<file path="src/rtl/dp_pkg.sv">
// Shared encodings for the caminho_dados_param datapath: bus selects,
// address source and the Bus1 select width helper.
package dp_pkg;

  localparam logic [1:0] BUS2_BUS1 = 2'd0;
  localparam logic [1:0] BUS2_ONE  = 2'd1;
  localparam logic [1:0] BUS2_MEM  = 2'd2;
  localparam logic [1:0] BUS2_ALU  = 2'd3;

  localparam int SEL_PC = 0;
  localparam int SEL_SP = 1;
  localparam int SEL_R0 = 2;

  localparam logic ADDR_MAR = 1'b0;
  localparam logic ADDR_SP  = 1'b1;

  // PC and SP occupy the two lowest Bus1 codes ahead of the register file
  function automatic int sel_width(input int nregs);
    return $clog2(nregs + 2);
  endfunction

endpackage

</file>
<file path="src/rtl/caminho_dados_param_if.sv">
// Control/data bundle between the control unit (master) and the datapath (slave).
interface caminho_dados_param_if
  import dp_pkg::*;
#(
  parameter int WIDTH = 8,
  parameter int NREGS = 4
);
  localparam int SELW = sel_width(NREGS);

  logic [SELW-1:0]        Bus1_Sel;
  logic [1:0]             Bus2_Sel;
  logic [NREGS-1:0]       Reg_Load;
  logic                   PC_Load;
  logic                   PC_Inc;
  logic                   IR_Load;
  logic                   MAR_Load;
  logic                   CCR_Load;
  logic                   SP_Load;
  logic                   SP_Inc;
  logic                   SP_Dec;
  logic                   Addr_Sel;
  logic [WIDTH-1:0]       ALU_Result;
  logic [WIDTH-1:0]       from_memory;
  logic [3:0]             NZVC;
  logic [WIDTH-1:0]       to_memory;
  logic [WIDTH-1:0]       address;
  logic [WIDTH-1:0]       IR;
  logic [WIDTH-1:0]       PC;
  logic [WIDTH-1:0]       MAR;
  logic [WIDTH-1:0]       SP;
  logic [3:0]             CCR;
  logic [NREGS*WIDTH-1:0] Regs;
  logic                   Stack_Err;

  modport master (
    output Bus1_Sel, Bus2_Sel, Reg_Load, PC_Load, PC_Inc, IR_Load, MAR_Load,
           CCR_Load, SP_Load, SP_Inc, SP_Dec, Addr_Sel, ALU_Result,
           from_memory, NZVC,
    input  to_memory, address, IR, PC, MAR, SP, CCR, Regs, Stack_Err
  );

  modport slave (
    input  Bus1_Sel, Bus2_Sel, Reg_Load, PC_Load, PC_Inc, IR_Load, MAR_Load,
           CCR_Load, SP_Load, SP_Inc, SP_Dec, Addr_Sel, ALU_Result,
           from_memory, NZVC,
    output to_memory, address, IR, PC, MAR, SP, CCR, Regs, Stack_Err
  );

endinterface

</file>
<file path="src/rtl/caminho_dados_param_reg.sv">
// Generic load-enabled register with asynchronous active-high reset to RST_VAL.
module dp_reg #(
  parameter int           W       = 8,
  parameter logic [W-1:0] RST_VAL = '0
) (
  input  logic         clock,
  input  logic         reset,
  input  logic         i_load,
  input  logic [W-1:0] i_d,
  output logic [W-1:0] o_q
);

  logic [W-1:0] r_q;

  always_ff @(posedge clock or posedge reset) begin
    if (reset)       r_q <= RST_VAL;
    else if (i_load) r_q <= i_d;
  end

  assign o_q = r_q;

endmodule

</file>
<file path="src/rtl/caminho_dados_param.sv">
// Two-bus processor datapath: register file, PC, IR, MAR, CCR and a hardware
// stack pointer with a sticky overflow/underflow flag. No decode logic lives here.
module caminho_dados_param
  import dp_pkg::*;
#(
  parameter int               WIDTH   = 8,
  parameter int               NREGS   = 4,
  parameter logic [WIDTH-1:0] SP_INIT = '1
) (
  input  logic                 clock,
  input  logic                 reset,
  caminho_dados_param_if.slave bus
);

  localparam logic [WIDTH-1:0] W_ONE = {{(WIDTH-1){1'b0}}, 1'b1};

  logic [WIDTH-1:0] w_bus1;
  logic [WIDTH-1:0] w_bus2;
  logic [WIDTH-1:0] r_pc;
  logic [WIDTH-1:0] r_sp;
  logic [WIDTH-1:0] w_ir;
  logic [WIDTH-1:0] w_mar;
  logic [3:0]       w_ccr;
  logic             r_stack_err;
  logic             w_sp_up;
  logic             w_sp_down;
  logic             w_sp_wrap;
  logic [WIDTH-1:0] w_regs [NREGS];

  // Unmatched select codes fall through to the zero default
  always_comb begin
    w_bus1 = '0;
    if (int'(bus.Bus1_Sel) == SEL_PC) begin
      w_bus1 = r_pc;
    end else if (int'(bus.Bus1_Sel) == SEL_SP) begin
      w_bus1 = r_sp;
    end else begin
      for (int n = 0; n < NREGS; n++) begin
        if (int'(bus.Bus1_Sel) == SEL_R0 + n) w_bus1 = w_regs[n];
      end
    end
  end

  always_comb begin
    w_bus2 = w_bus1;
    case (bus.Bus2_Sel)
      BUS2_BUS1: w_bus2 = w_bus1;
      BUS2_ONE:  w_bus2 = W_ONE;
      BUS2_MEM:  w_bus2 = bus.from_memory;
      BUS2_ALU:  w_bus2 = bus.ALU_Result;
      default:   w_bus2 = w_bus1;
    endcase
  end

  always_ff @(posedge clock or posedge reset) begin
    if (reset)            r_pc <= '0;
    else if (bus.PC_Load) r_pc <= w_bus2;
    else if (bus.PC_Inc)  r_pc <= r_pc + W_ONE;
  end

  assign w_sp_up   = bus.SP_Inc & ~bus.SP_Dec;
  assign w_sp_down = bus.SP_Dec & ~bus.SP_Inc;
  assign w_sp_wrap = (w_sp_up & (r_sp == '1)) | (w_sp_down & (r_sp == '0));

  always_ff @(posedge clock or posedge reset) begin
    if (reset)            r_sp <= SP_INIT;
    else if (bus.SP_Load) r_sp <= w_bus2;
    else if (w_sp_up)     r_sp <= r_sp + W_ONE;
    else if (w_sp_down)   r_sp <= r_sp - W_ONE;
  end

  // A load both resets the flag and masks any wrap in the same cycle
  always_ff @(posedge clock or posedge reset) begin
    if (reset)            r_stack_err <= 1'b0;
    else if (bus.SP_Load) r_stack_err <= 1'b0;
    else if (w_sp_wrap)   r_stack_err <= 1'b1;
  end

  dp_reg #(.W(WIDTH)) u_ir (
    .clock (clock), .reset (reset), .i_load (bus.IR_Load),
    .i_d   (w_bus2), .o_q (w_ir)
  );

  dp_reg #(.W(WIDTH)) u_mar (
    .clock (clock), .reset (reset), .i_load (bus.MAR_Load),
    .i_d   (w_bus2), .o_q (w_mar)
  );

  dp_reg #(.W(4)) u_ccr (
    .clock (clock), .reset (reset), .i_load (bus.CCR_Load),
    .i_d   (bus.NZVC), .o_q (w_ccr)
  );

  for (genvar n = 0; n < NREGS; n++) begin : g_regs
    dp_reg #(.W(WIDTH)) u_r (
      .clock (clock), .reset (reset), .i_load (bus.Reg_Load[n]),
      .i_d   (w_bus2), .o_q (w_regs[n])
    );
    assign bus.Regs[n*WIDTH +: WIDTH] = w_regs[n];
  end

  assign bus.to_memory = w_bus1;
  assign bus.address   = (bus.Addr_Sel == ADDR_SP) ? r_sp : w_mar;
  assign bus.IR        = w_ir;
  assign bus.PC        = r_pc;
  assign bus.MAR       = w_mar;
  assign bus.SP        = r_sp;
  assign bus.CCR       = w_ccr;
  assign bus.Stack_Err = r_stack_err;

endmodule

</file>
<file path="src/flat_wrapper.sv">
// flat-port wrapper written by rule: the top's interface ports become plain ports
module caminho_dados_param_flat import dp_pkg::*;
#(
  parameter int               WIDTH   = 8,
  parameter int               NREGS   = 4,
  parameter logic [WIDTH-1:0] SP_INIT = '1
)
  (clock, reset, bus_Bus1_Sel, bus_Bus2_Sel, bus_Reg_Load, bus_PC_Load, bus_PC_Inc, bus_IR_Load, bus_MAR_Load, bus_CCR_Load, bus_SP_Load, bus_SP_Inc, bus_SP_Dec, bus_Addr_Sel, bus_ALU_Result, bus_from_memory, bus_NZVC, bus_to_memory, bus_address, bus_IR, bus_PC, bus_MAR, bus_SP, bus_CCR, bus_Regs, bus_Stack_Err);
  caminho_dados_param_if #(.WIDTH(WIDTH), .NREGS(NREGS)) bus_i ();
  input  logic clock;
  input  logic reset;
  input wire logic [$bits(bus_i.Bus1_Sel)-1:0] bus_Bus1_Sel;
  input wire logic [$bits(bus_i.Bus2_Sel)-1:0] bus_Bus2_Sel;
  input wire logic [$bits(bus_i.Reg_Load)-1:0] bus_Reg_Load;
  input wire logic [$bits(bus_i.PC_Load)-1:0] bus_PC_Load;
  input wire logic [$bits(bus_i.PC_Inc)-1:0] bus_PC_Inc;
  input wire logic [$bits(bus_i.IR_Load)-1:0] bus_IR_Load;
  input wire logic [$bits(bus_i.MAR_Load)-1:0] bus_MAR_Load;
  input wire logic [$bits(bus_i.CCR_Load)-1:0] bus_CCR_Load;
  input wire logic [$bits(bus_i.SP_Load)-1:0] bus_SP_Load;
  input wire logic [$bits(bus_i.SP_Inc)-1:0] bus_SP_Inc;
  input wire logic [$bits(bus_i.SP_Dec)-1:0] bus_SP_Dec;
  input wire logic [$bits(bus_i.Addr_Sel)-1:0] bus_Addr_Sel;
  input wire logic [$bits(bus_i.ALU_Result)-1:0] bus_ALU_Result;
  input wire logic [$bits(bus_i.from_memory)-1:0] bus_from_memory;
  input wire logic [$bits(bus_i.NZVC)-1:0] bus_NZVC;
  output wire logic [$bits(bus_i.to_memory)-1:0] bus_to_memory;
  output wire logic [$bits(bus_i.address)-1:0] bus_address;
  output wire logic [$bits(bus_i.IR)-1:0] bus_IR;
  output wire logic [$bits(bus_i.PC)-1:0] bus_PC;
  output wire logic [$bits(bus_i.MAR)-1:0] bus_MAR;
  output wire logic [$bits(bus_i.SP)-1:0] bus_SP;
  output wire logic [$bits(bus_i.CCR)-1:0] bus_CCR;
  output wire logic [$bits(bus_i.Regs)-1:0] bus_Regs;
  output wire logic [$bits(bus_i.Stack_Err)-1:0] bus_Stack_Err;
  assign bus_i.Bus1_Sel = bus_Bus1_Sel;
  assign bus_i.Bus2_Sel = bus_Bus2_Sel;
  assign bus_i.Reg_Load = bus_Reg_Load;
  assign bus_i.PC_Load = bus_PC_Load;
  assign bus_i.PC_Inc = bus_PC_Inc;
  assign bus_i.IR_Load = bus_IR_Load;
  assign bus_i.MAR_Load = bus_MAR_Load;
  assign bus_i.CCR_Load = bus_CCR_Load;
  assign bus_i.SP_Load = bus_SP_Load;
  assign bus_i.SP_Inc = bus_SP_Inc;
  assign bus_i.SP_Dec = bus_SP_Dec;
  assign bus_i.Addr_Sel = bus_Addr_Sel;
  assign bus_i.ALU_Result = bus_ALU_Result;
  assign bus_i.from_memory = bus_from_memory;
  assign bus_i.NZVC = bus_NZVC;
  assign bus_to_memory = bus_i.to_memory;
  assign bus_address = bus_i.address;
  assign bus_IR = bus_i.IR;
  assign bus_PC = bus_i.PC;
  assign bus_MAR = bus_i.MAR;
  assign bus_SP = bus_i.SP;
  assign bus_CCR = bus_i.CCR;
  assign bus_Regs = bus_i.Regs;
  assign bus_Stack_Err = bus_i.Stack_Err;
  caminho_dados_param #(.WIDTH(WIDTH), .NREGS(NREGS), .SP_INIT(SP_INIT)) u_core (.clock(clock), .reset(reset), .bus(bus_i));
endmodule
</file>
<file path="config.mk">
export PLATFORM = sky130hd
export DESIGN_NAME = caminho_dados_param_flat
export DESIGN_NICKNAME = d
export VERILOG_FILES = /design/src/rtl/dp_pkg.sv /design/src/rtl/caminho_dados_param_if.sv /design/src/rtl/caminho_dados_param_reg.sv /design/src/rtl/caminho_dados_param.sv /design/src/flat_wrapper.sv
export SDC_FILE = /design/constraint.sdc
export NUM_CORES = 1
export LEC_CHECK = 0
export CAP_MARGIN = 5
export CORE_ASPECT_RATIO = 1.25
export CORE_UTILIZATION = 33
export CTS_BUF_LIST = sky130_fd_sc_hd__clkbuf_8
export CTS_CLUSTER_DIAMETER = 40
export DETAILED_ROUTE_END_ITERATION = 10
export RECOVER_POWER = 100
export SLEW_MARGIN = 20
export SYNTH_ARGS = -nofsm -noshare
export SYNTH_HDL_FRONTEND = slang
export SYNTH_SLANG_ARGS = --single-unit
export TNS_END_PERCENT = 5
</file>
<file path="constraint.sdc">
create_clock -name clock -period 2.1 [get_ports clock]
set_clock_uncertainty 0.05 [all_clocks]
set_input_delay 0.42 -clock clock [delete_from_list [all_inputs] [get_ports clock]]
set_output_delay 0.42 -clock clock [all_outputs]
set_load 0.01 [all_outputs]
</file>
Word level (Yosys, flattened, before mapping)
Index checks and enable logic that the tools add are counted.
{"block": "totals", "register_bits": 69, "latchBits": 0, "ram_bits": 0, "romBits": 0, "input_bits": 40, "out_inout_bits": 85, "wordCells": 50, "mem_count": 0}
{"block": "op_classes", "add_sub_neg": 3, "mul": 0, "n_div": 0, "n_lt_le_gt_ge": 0, "eq_ne": 9, "shift": 0, "mux": 15, "bitwise_logic": 7, "reduce_logical": 6}
{"op": "2-to-1 mux 8 bit", "n": 12}
{"op": "one-hot mux 8 bit (4 select lines)", "n": 1}
{"op": "adder 8 x 1 -> 8 bit (second input constant)", "n": 2}
{"op": "== test 3 bit (second input constant)", "n": 4}
{"op": "== test 8 bit (second input constant)", "n": 1}
{"op": "zero test 8 bit", "n": 1}
{"op": "subtractor 8 x 1 -> 8 bit (second input constant)", "n": 1}
{"op": "bitwise AND 1 bit", "n": 4}
{"op": "== test 2 bit (second input constant)", "n": 2}
{"op": "nonzero test 2 bit", "n": 2}
{"op": "== test 3 x 2 -> 1 bit (second input constant)", "n": 1}
{"op": "zero test 3 bit", "n": 1}
{"op": "nonzero test 3 bit", "n": 1}
{"op": "== test 2 x 1 -> 1 bit (second input constant)", "n": 1}
{"op": "zero test 2 bit", "n": 1}
{"op": "2-to-1 mux 1 bit", "n": 2}
{"op": "inverter 1 bit", "n": 2}
{"op": "OR 1 bit", "n": 1}

Longest topological paths before layout
Gate-level depths: netlist (run 1).
{"block": "depth", "depth_word": 9, "depth_mapped": 8, "ltp_nobuf": 8}

Modules after synthesis
A second synthesis (run 1) with hierarchy kept.
{"block": "unflattened", "cells_unflattened": 383, "area_unflattened_um2": 4319.1}
{"mod": "caminho_dados_param", "instances": 1, "cells_each": 266, "area_per_inst_um2": 2158.3, "seq_area_each_um2": 435.4}
{"mod": "dp_reg (u_core.g_regs[0].u_r ...)", "instances": 6, "cells_each": 18, "area_per_inst_um2": 335.3, "seq_area_each_um2": 200.2}
{"mod": "dp_reg (u_core.u_ccr)", "instances": 1, "cells_each": 9, "area_per_inst_um2": 148.9, "seq_area_each_um2": 100.1}

Worst setup path after synthesis (run 1)
OpenSTA, ideal clock, no wires.
{"block": "synth_path", "kind": "input-to-reg", "from": "input port bus_SP_Inc", "to": "register u_core.r_sp[7] (netlist: u_core.bus.SP[7])", "setup_time_ps": 81, "arrival_ps": 1944, "required_ps": 1969, "slack_ps": 25, "cell_stages": 8, "n_path_buf": 0, "cell_sequence": "nor2b_1 inv_1 ha_1 o21a_1 o32a_1 nor2_1 a311oi_1 a32oi_1"}
{"block": "synth_between", "elab_chain_len": 3, "word_cells_on_any_way": 6, "classes_between": "mux: 2; bitwise: 3; reduce/logical: 1"}
{"item": "start, declared", "line": "flat_wrapper.sv:21", "source": "input wire logic [$bits(bus_i.SP_Inc)-1:0] bus_SP_Inc;"}
{"item": "bitwise AND 1 bit / inverter 1 bit (equally long branches)", "line": "caminho_dados_param.sv:61, caminho_dados_param.sv:62"}
{"item": "2-to-1 mux 8 bit / bitwise AND 1 bit (equally long branches)", "line": "caminho_dados_param.sv:68, caminho_dados_param.sv:62"}
{"item": "2-to-1 mux 8 bit / nonzero test 3 bit (equally long branches)"}
{"item": "end signal, assigned", "line": "caminho_dados_param.sv:67", "source": "else if (bus.SP_Load) r_sp <= w_bus2;"}
{"item": "end signal, assigned", "line": "caminho_dados_param.sv:68", "source": "else if (w_sp_up) r_sp <= r_sp + W_ONE;"}
{"item": "end signal, assigned", "line": "caminho_dados_param.sv:69", "source": "else if (w_sp_down) r_sp <= r_sp - W_ONE;"}
{"item": "end, declared", "line": "caminho_dados_param.sv:20", "source": "logic [WIDTH-1:0] r_sp;"}
Several ways; a longest one is shown, not always the timed one.
A chain may end at the register's enable or synchronous reset.

Final worst setup path (run 1)
{"block": "layout_path", "from": "register u_core.g_regs[2].u_r.r_q[7]", "to": "output port bus_to_memory[7]"}
{"block": "layout_between", "elab_chain_len": 4}
{"item": "start, declared", "line": "caminho_dados_param_reg.sv:13", "source": "logic [W-1:0] r_q;"}
{"item": "start signal, assigned", "line": "caminho_dados_param_reg.sv:17", "source": "else if (i_load) r_q <= i_d;"}
{"item": "2-to-1 mux 8 bit (2 in a row)", "line": "caminho_dados_param.sv:39", "source": "if (int'(bus.Bus1_Sel) == SEL_R0 + n) w_bus1 = w_regs[n];"}
{"item": "2-to-1 mux 8 bit", "line": "caminho_dados_param.sv:35", "source": "end else if (int'(bus.Bus1_Sel) == SEL_SP) begin"}
{"item": "2-to-1 mux 8 bit", "line": "caminho_dados_param.sv:33", "source": "if (int'(bus.Bus1_Sel) == SEL_PC) begin"}
{"item": "end, declared", "line": "flat_wrapper.sv:27", "source": "output wire logic [$bits(bus_i.to_memory)-1:0] bus_to_memory;"}
No other way between the ends.

==> results of run 1 <==
## how the worst min path moves through the flow
stage	depth (start not counted)	start	endpoint
CTS	2	reset	u_core.g_regs[0].u_r.o_q[5]$_DFFE_PP0P_
finish	1	u_core.u_ccr.o_q[2]$_DFFE_PP0P_	u_core.u_ccr.o_q[2]$_DFFE_PP0P_
floorplan	2	u_core.u_ir.o_q[4]$_DFFE_PP0P_	u_core.u_ir.o_q[4]$_DFFE_PP0P_
global route	1	u_core.u_ccr.o_q[0]$_DFFE_PP0P_	u_core.u_ccr.o_q[0]$_DFFE_PP0P_
global placement	1	u_core.u_ccr.o_q[3]$_DFFE_PP0P_	u_core.u_ccr.o_q[3]$_DFFE_PP0P_
detailed placement	1	u_core.u_ccr.o_q[0]$_DFFE_PP0P_	u_core.u_ccr.o_q[0]$_DFFE_PP0P_
## stage by stage
step | utilization | TNS, ns | total power [mW] | area, µm²
finish | 0.527 | -0.0277 | 4.51 | 6120
global route | 0.527 | -0.912 | 4.76 | 6120
CTS | 0.533 | -0.148 | 4.61 | 6200
detailed placement | 0.510 | -36.39 | 3.63 | 5920
global placement | 0.510 | -33.08 | 3.60 | 5920
floorplan | - | 0 | 2.57 | 3950
## metal layers
layer	vias to the layer above	part of all wire	GRT usage
met2	95	0.51	0.367
met4	0	0.028	0.0910
met3	19	0.043	0.0314
met5	-	0	0
met1	1788	0.42	0.245
li1	1729	-	-
## area by class of cell
type | instances | area, µm²
well taps | 161 | 201
clock inverters | 6 | 32.5
repair inverters | 1 | 5.00
clock buffers | 10 | 138
repair buffers | 207 | 1870
flip-flops and latches | 69 | 1740
multi-input cells | 264 | 2090
fillers | 1063 | 5500
inverters | 10 | 48.8
## kinds of logic after synthesis
kind of cell	count (synthesis)	share of synthesized area
mux	51	0.154
fa+ha+maj	8	0.0273
xor+xnor	12	0.0267
compound gates	103	0.203
flops	69	0.441
simple gates	90	0.107
buf+inv	28	0.0410
## power groups by stage
| stage | Clock, mW | Sequential (mW) | Combinational (mW) |
|---|---|---|---|
| final | 0.959 | 1.68 | 1.87 |
| after global routing | 1.03 | 1.71 | 2.03 |
| after CTS | 0.979 | 1.70 | 1.94 |
| after detailed placement | 0 | 1.72 | 1.92 |
| after global placement | 0 | 1.72 | 1.89 |
| after floorplan | 0 | 1.80 | 0.773 |
## cell usage in the layout, fill, tap and decap left out, types with 4 or more instances in the layout
cell / netlist / final
dlygate4sd2_1: 0 / 11
dlygate4sd3_1: 0 / 61
buf_12: 1 / 4
buf_4: 1 / 58
a22oi_1: 7 / 9
nand4_1: 7 / 7
clkdlybuf4s25_1: 0 / 4
xnor2_1: 7 / 7
mux2i_1: 4 / 4
buf_6: 4 / 7
clkbuf_8: 0 / 10
nor2_1: 50 / 49
nand2_1: 11 / 10
a21oi_1: 56 / 53
a21oi_2: 2 / 5
a31oi_1: 4 / 4
mux2_4: 10 / 12
dfstp_1: 0 / 4
a221oi_2: 1 / 4
mux2_2: 37 / 33
dfrtp_1: 61 / 61
xor2_1: 5 / 5
clkdlybuf4s50_1: 0 / 36
inv_1: 8 / 9
clkbuf_1: 11 / 7
dfstp_2: 8 / 4
clkbuf_2: 0 / 12
## worst max-delay path, cell delays in order, from the launching register on
cell and delay [ns]:
dfrtp_1 0.42, mux2_2 0.28, a221oi_2 0.26, nor2_2 0.10
clkdlybuf4s15_1 0.24
## flip-flops by register name, summed over array words and instances, names as in the netlist
register               flops
u_core.bus.SP              8
u_core.bus.PC              8
u_core.u_ir.o_q            8
u_core.bus.Stack_Err       1
u_core.u_mar.o_q           8
u_core.g_regs.u_r.o_q     32
u_core.u_ccr.o_q           4
## what timing repair did
item / in CTS / in global routing
hold endpoints to repair: 0 / 0
pin swaps: 5 / 9
setup buffers: 6 / 1
setup endpoints to repair: 61 / 13
resized for setup: 66 / 26
gates cloned: 1 / 1
==> impl_metrics.toml, run 1 <==
[status]
outcome = "complete, but fails checks"
violations = "setup timing"

[timing]
rsz0062_at_grt = "yes"
finalWorstSetupSlack_ns = -0.0218
fmax_mhz = 471
setup_viol = 2
finalHoldViolations = 0
fin_crit_sh = 1.01
max_slew_margin = 0.414
slew_viol_final = 0
hold-worst-slack_ns = 0.459
period_needed_ns = 2.12
tightestPinTransition_ns = 0.879

[job]
drv_cap = 0

[yosys]
synth_common_cells = "dfrtp_1 (61), a21oi_1 (56), nor2_1 (50)"
yosys.cell_types.count = 58
syn_inst = 361
synth_warnings = 0
ys_async_sr_fraction = 1.00
syn-num-nets = 409
ys_ff_latch = 69
ys_seq_area_frac = 0.441
synth_top_area_frac = 0.387
ys.flop_type = "dfrtp_1"
synth_edf_count = 0
syn_area_per_cell_um2 = 10.9
yosysMostFrequentCell = "dfrtp_1"
syn_area_mm2 = 0.00394
synth_area_leaders = "dfrtp_1 (39%), mux2_2 (11%), a21oi_1 (7.1%), dfstp_2 (5.3%), nor2_1 (4.8%)"
yosys.area.top_type = "dfrtp_1"

[pwr]
peakVddDrop_mv = 0.271
pwr-share-seq = 0.373
switching_share = 0.340
power.density_mw_per_mm2 = 737
p_leak_nw = 2.68
clkPwrFrac = 0.213
power_frac_comb = 0.415
p_int_mw = 2.98
switchingPower_mw = 1.53

[die]
io_pins = 125
rows = 44
coreArea_mm2 = 0.0116
design.die.area_mm2 = 0.0124
die_x_um = 99.7
start_util = 0.339
die_h_um = 124

[detailed_routing]
drt-total-wl_mm = 12.6
drt_iter0_drc = 146
detail-route-antenna-nets = 0
dr_total_vias = 3631
post_drt_wl_per_cell_um = 17.3
drt-pass1-iter-count = 4
drcViolationCount = 0
vias_per_cell = 4.99

[worst_setup_path]
r2r_start = "u_core.bus.PC[0]$_DFFE_PP0P_"
worstPathMaxFanout = 3
worstSetupEndpoint = "bus_to_memory[7]"
worstPathRequired_ns = 1.63
rr_endpoint = "u_core.u_mar.o_q[0]$_DFFE_PP0P_"
path_class = "register to output port"
reg2regPathDepth = 5
end_kind = "output port"
start_kind = "register"
rrSetupSlack_ns = 0.09
critical_path_arrival_ns = 1.65
crit_start = "u_core.g_regs[2].u_r.o_q[7]$_DFFE_PP0P_"

[finish]
drive_gt1_frac = 0.328
fin_nets = 610
n_antenna_cell = 0
final_cells = 728
syn2layout_area_growth_pct = 55.3

[global_route]
grt_pass1_vias = 3622
antenna_found_initial = 0
grt_start_max_net_pins = 28
grt_pass1_wl_mm = 19.3
grt_overflow = 0
track_usage = 0.206

[clocking]
cts_tree = "done"
cts_num_sinks = 69
cts_made_buffers = 9
cts_root_buffer = "clkbuf_8"
insertion_delay_ns = 0.36
clkTransAtPathRegs_ns = 0.08
cts_buffer_depth = 2
htreeDepth = 3
hold_buffers = 0

[place]
io_buffers = 124
dp_slack_ns = -0.781
dp_hpwl_mm = 9.60
gp_congestion = 0.894
dp_cells = 703

[min_path]
holdCritPathClass = "register to register"
(Power assumes the default switching activity.)
==> run 2, diff against run 1 <==
--- a/config.mk
+++ b/config.mk
@@ -7,10 +7,12 @@
 export LEC_CHECK = 0
 export CAP_MARGIN = 5
 export CORE_ASPECT_RATIO = 1.25
-export CORE_UTILIZATION = 33
+export CORE_MARGIN = 2
+export CORE_UTILIZATION = 35
 export CTS_BUF_LIST = sky130_fd_sc_hd__clkbuf_8
 export CTS_CLUSTER_DIAMETER = 40
 export DETAILED_ROUTE_END_ITERATION = 10
+export PLACE_DENSITY = 0.66
 export RECOVER_POWER = 100
 export SLEW_MARGIN = 20
 export SYNTH_ARGS = -nofsm -noshare
==> run 2 against run 1 <==
  * The run still ends with setup timing left
  * Sequential share of layout area fell by 0.55 points
  * Cell count fell by 3.6%
  * Sequential cell count did not move
  * Combinational power barely moved
  * Die area fell by 2.1%
  * Maximum frequency barely moved
  * Utilization rose by 3.9 points
  * Via count rose by 2.1%
  * Worst hold slack improved by 0.0034 ns
  * Critical path type is now input pin to output port
  * Largest cell class unchanged
==> impl_metrics.toml, run 2 (synthesis results as in run 1) <==
[status]
outcome = "complete, but fails checks"
violations = "setup timing"

[detailed_routing]
post_drt_wl_per_cell_um = 18.4
drt_iter0_drc = 182
drt-pass1-iter-count = 4
drt-total-wl_mm = 12.9
dr_total_vias = 3707
drcViolationCount = 0
vias_per_cell = 5.28
detail-route-antenna-nets = 0

[die]
coreArea_mm2 = 0.0110
rows = 43
die_h_um = 123
start_util = 0.357
die_x_um = 98.9
io_pins = 125
design.die.area_mm2 = 0.0121

[clocking]
clkTransAtPathRegs_ns = 0.08
hold_buffers = 0
insertion_delay_ns = 0.34
cts_root_buffer = "clkbuf_8"
cts_made_buffers = 9
htreeDepth = 3
cts_buffer_depth = 2
cts_tree = "done"
cts_num_sinks = 69

[place]
gp_congestion = 0.893
dp_cells = 676
io_buffers = 124
dp_hpwl_mm = 9.46

[finish]
syn2layout_area_growth_pct = 58.3
drive_gt1_frac = 0.342
mostFrequentLayoutCells = "dlygate4sd3_1 (62), dfrtp_1 (61), buf_4 (57)"
final_common_cell = "dlygate4sd3_1"
final_cells = 702
fin_nets = 610
n_antenna_cell = 0
final_util = 0.566
largest_reg_flops = 32

[global_route]
grt_pass1_vias = 3737
grt_start_max_net_pins = 36
grt_overflow = 0
track_usage = 0.213
grt_pass1_wl_mm = 20.2
antenna_found_initial = 0

[timing]
hold-worst-slack_ns = 0.462
setup_viol = 2
finalWorstSetupSlack_ns = -0.0210
max_slew_margin = 0.383
fin_crit_sh = 1.01
slew_viol_final = 0
tightestPinTransition_ns = 0.920
finalHoldViolations = 0
period_needed_ns = 2.12
setup_tns_ns = -0.0391
fmax_mhz = 471
rsz0062_at_grt = "yes"

[min_path]
holdCritPathClass = "register to register"
holdCritStartpoint = "u_core.u_ccr.o_q[1]$_DFFE_PP0P_"

[worst_setup_path]
worstPathRequired_ns = 1.63
worstSetupEndpoint = "bus_to_memory[1]"
critical_path_arrival_ns = 1.65
r2r_start = "u_core.bus.SP[5]$_DFFE_PP1P_"
start_kind = "input pin"
crit_start = "bus_Bus1_Sel[2]"
rrSetupSlack_ns = 0.06
path_class = "input pin to output port"
rr_endpoint = "u_core.bus.SP[7]$_DFFE_PP1P_"
worstPathMaxFanout = 8
end_kind = "output port"
reg2regPathDepth = 7

[job]
drv_cap = 0

[pwr]
p_leak_nw = 2.75
total_power_mw = 4.92
power.density_mw_per_mm2 = 789
peakVddDrop_mv = 0.365
-- run 2: worst min path at each step --
stage          depth (start not counted)                                 endpoint  slack (ns)
5_1_grt                                1          u_core.u_ccr.o_q[1]$_DFFE_PP0P_        0.48
3_5_place_dp                           1          u_core.u_ccr.o_q[1]$_DFFE_PP0P_        0.45
6_report                               1          u_core.u_ccr.o_q[1]$_DFFE_PP0P_        0.46
3_3_place_gp                           1          u_core.u_ccr.o_q[1]$_DFFE_PP0P_        0.44
2_1_floorplan                          2           u_core.u_ir.o_q[4]$_DFFE_PP0P_        0.50
4_1_cts                                2  u_core.g_regs[2].u_r.o_q[0]$_DFFE_PP0P_        0.41
-- run 2: timing repair --
item | CTS | global route
gates resized for setup | 71 | 21
endpoints found under the setup margin | 74 | 16
pin swaps | 6 | 6
cloned | 2 | 1
buffers inserted | 7 | 0
-- run 2: worst max-delay path, cell delays in order --
cell	delay (ns)
buf_4	0.15
buf_12	0.14
mux2_2	0.34
a221o_1	0.29
a21boi_4	0.15
buf_2	0.15
-- run 2: final cells by class --
type                       count  area (µm²)
clock buffer                  11         151
inverter                      10        53.8
timing repair buffer         206        1860
sequential                    69        1740
tap                          135         169
fill                         956        4790
clock inverter                 5         106
timing repair inverter         2        11.3
multi-input combinational    264        2150
-- run 2: metrics by stage --
step,setup slack [ns],instance area (µm²)
finish,-0.0210,6240
global route,-0.0519,6240
CTS,-0.0650,6310
detailed placement,-0.823,5900
global placement,-0.788,5900
floorplan,0.0250,3950
-- run 2: per-layer routing --
metal,track usage,wire length [µm],vias up
met5,0,0,-
met4,0.0736,167,0
met3,0.0450,729,13
met2,0.372,6880,102
met1,0.259,5110,1870
li1,-,-,1722
-- run 2: report_power, final --
| group | internal [mW] | total, mW | switching [mW] |
|---|---|---|---|
| Combinational | 0.992 | 1.87 | 0.879 |
| Clock | 0.856 | 1.37 | 0.511 |
| Sequential | 1.53 | 1.68 | 0.157 |
| Total | 3.38 | 4.92 | 1.55 |
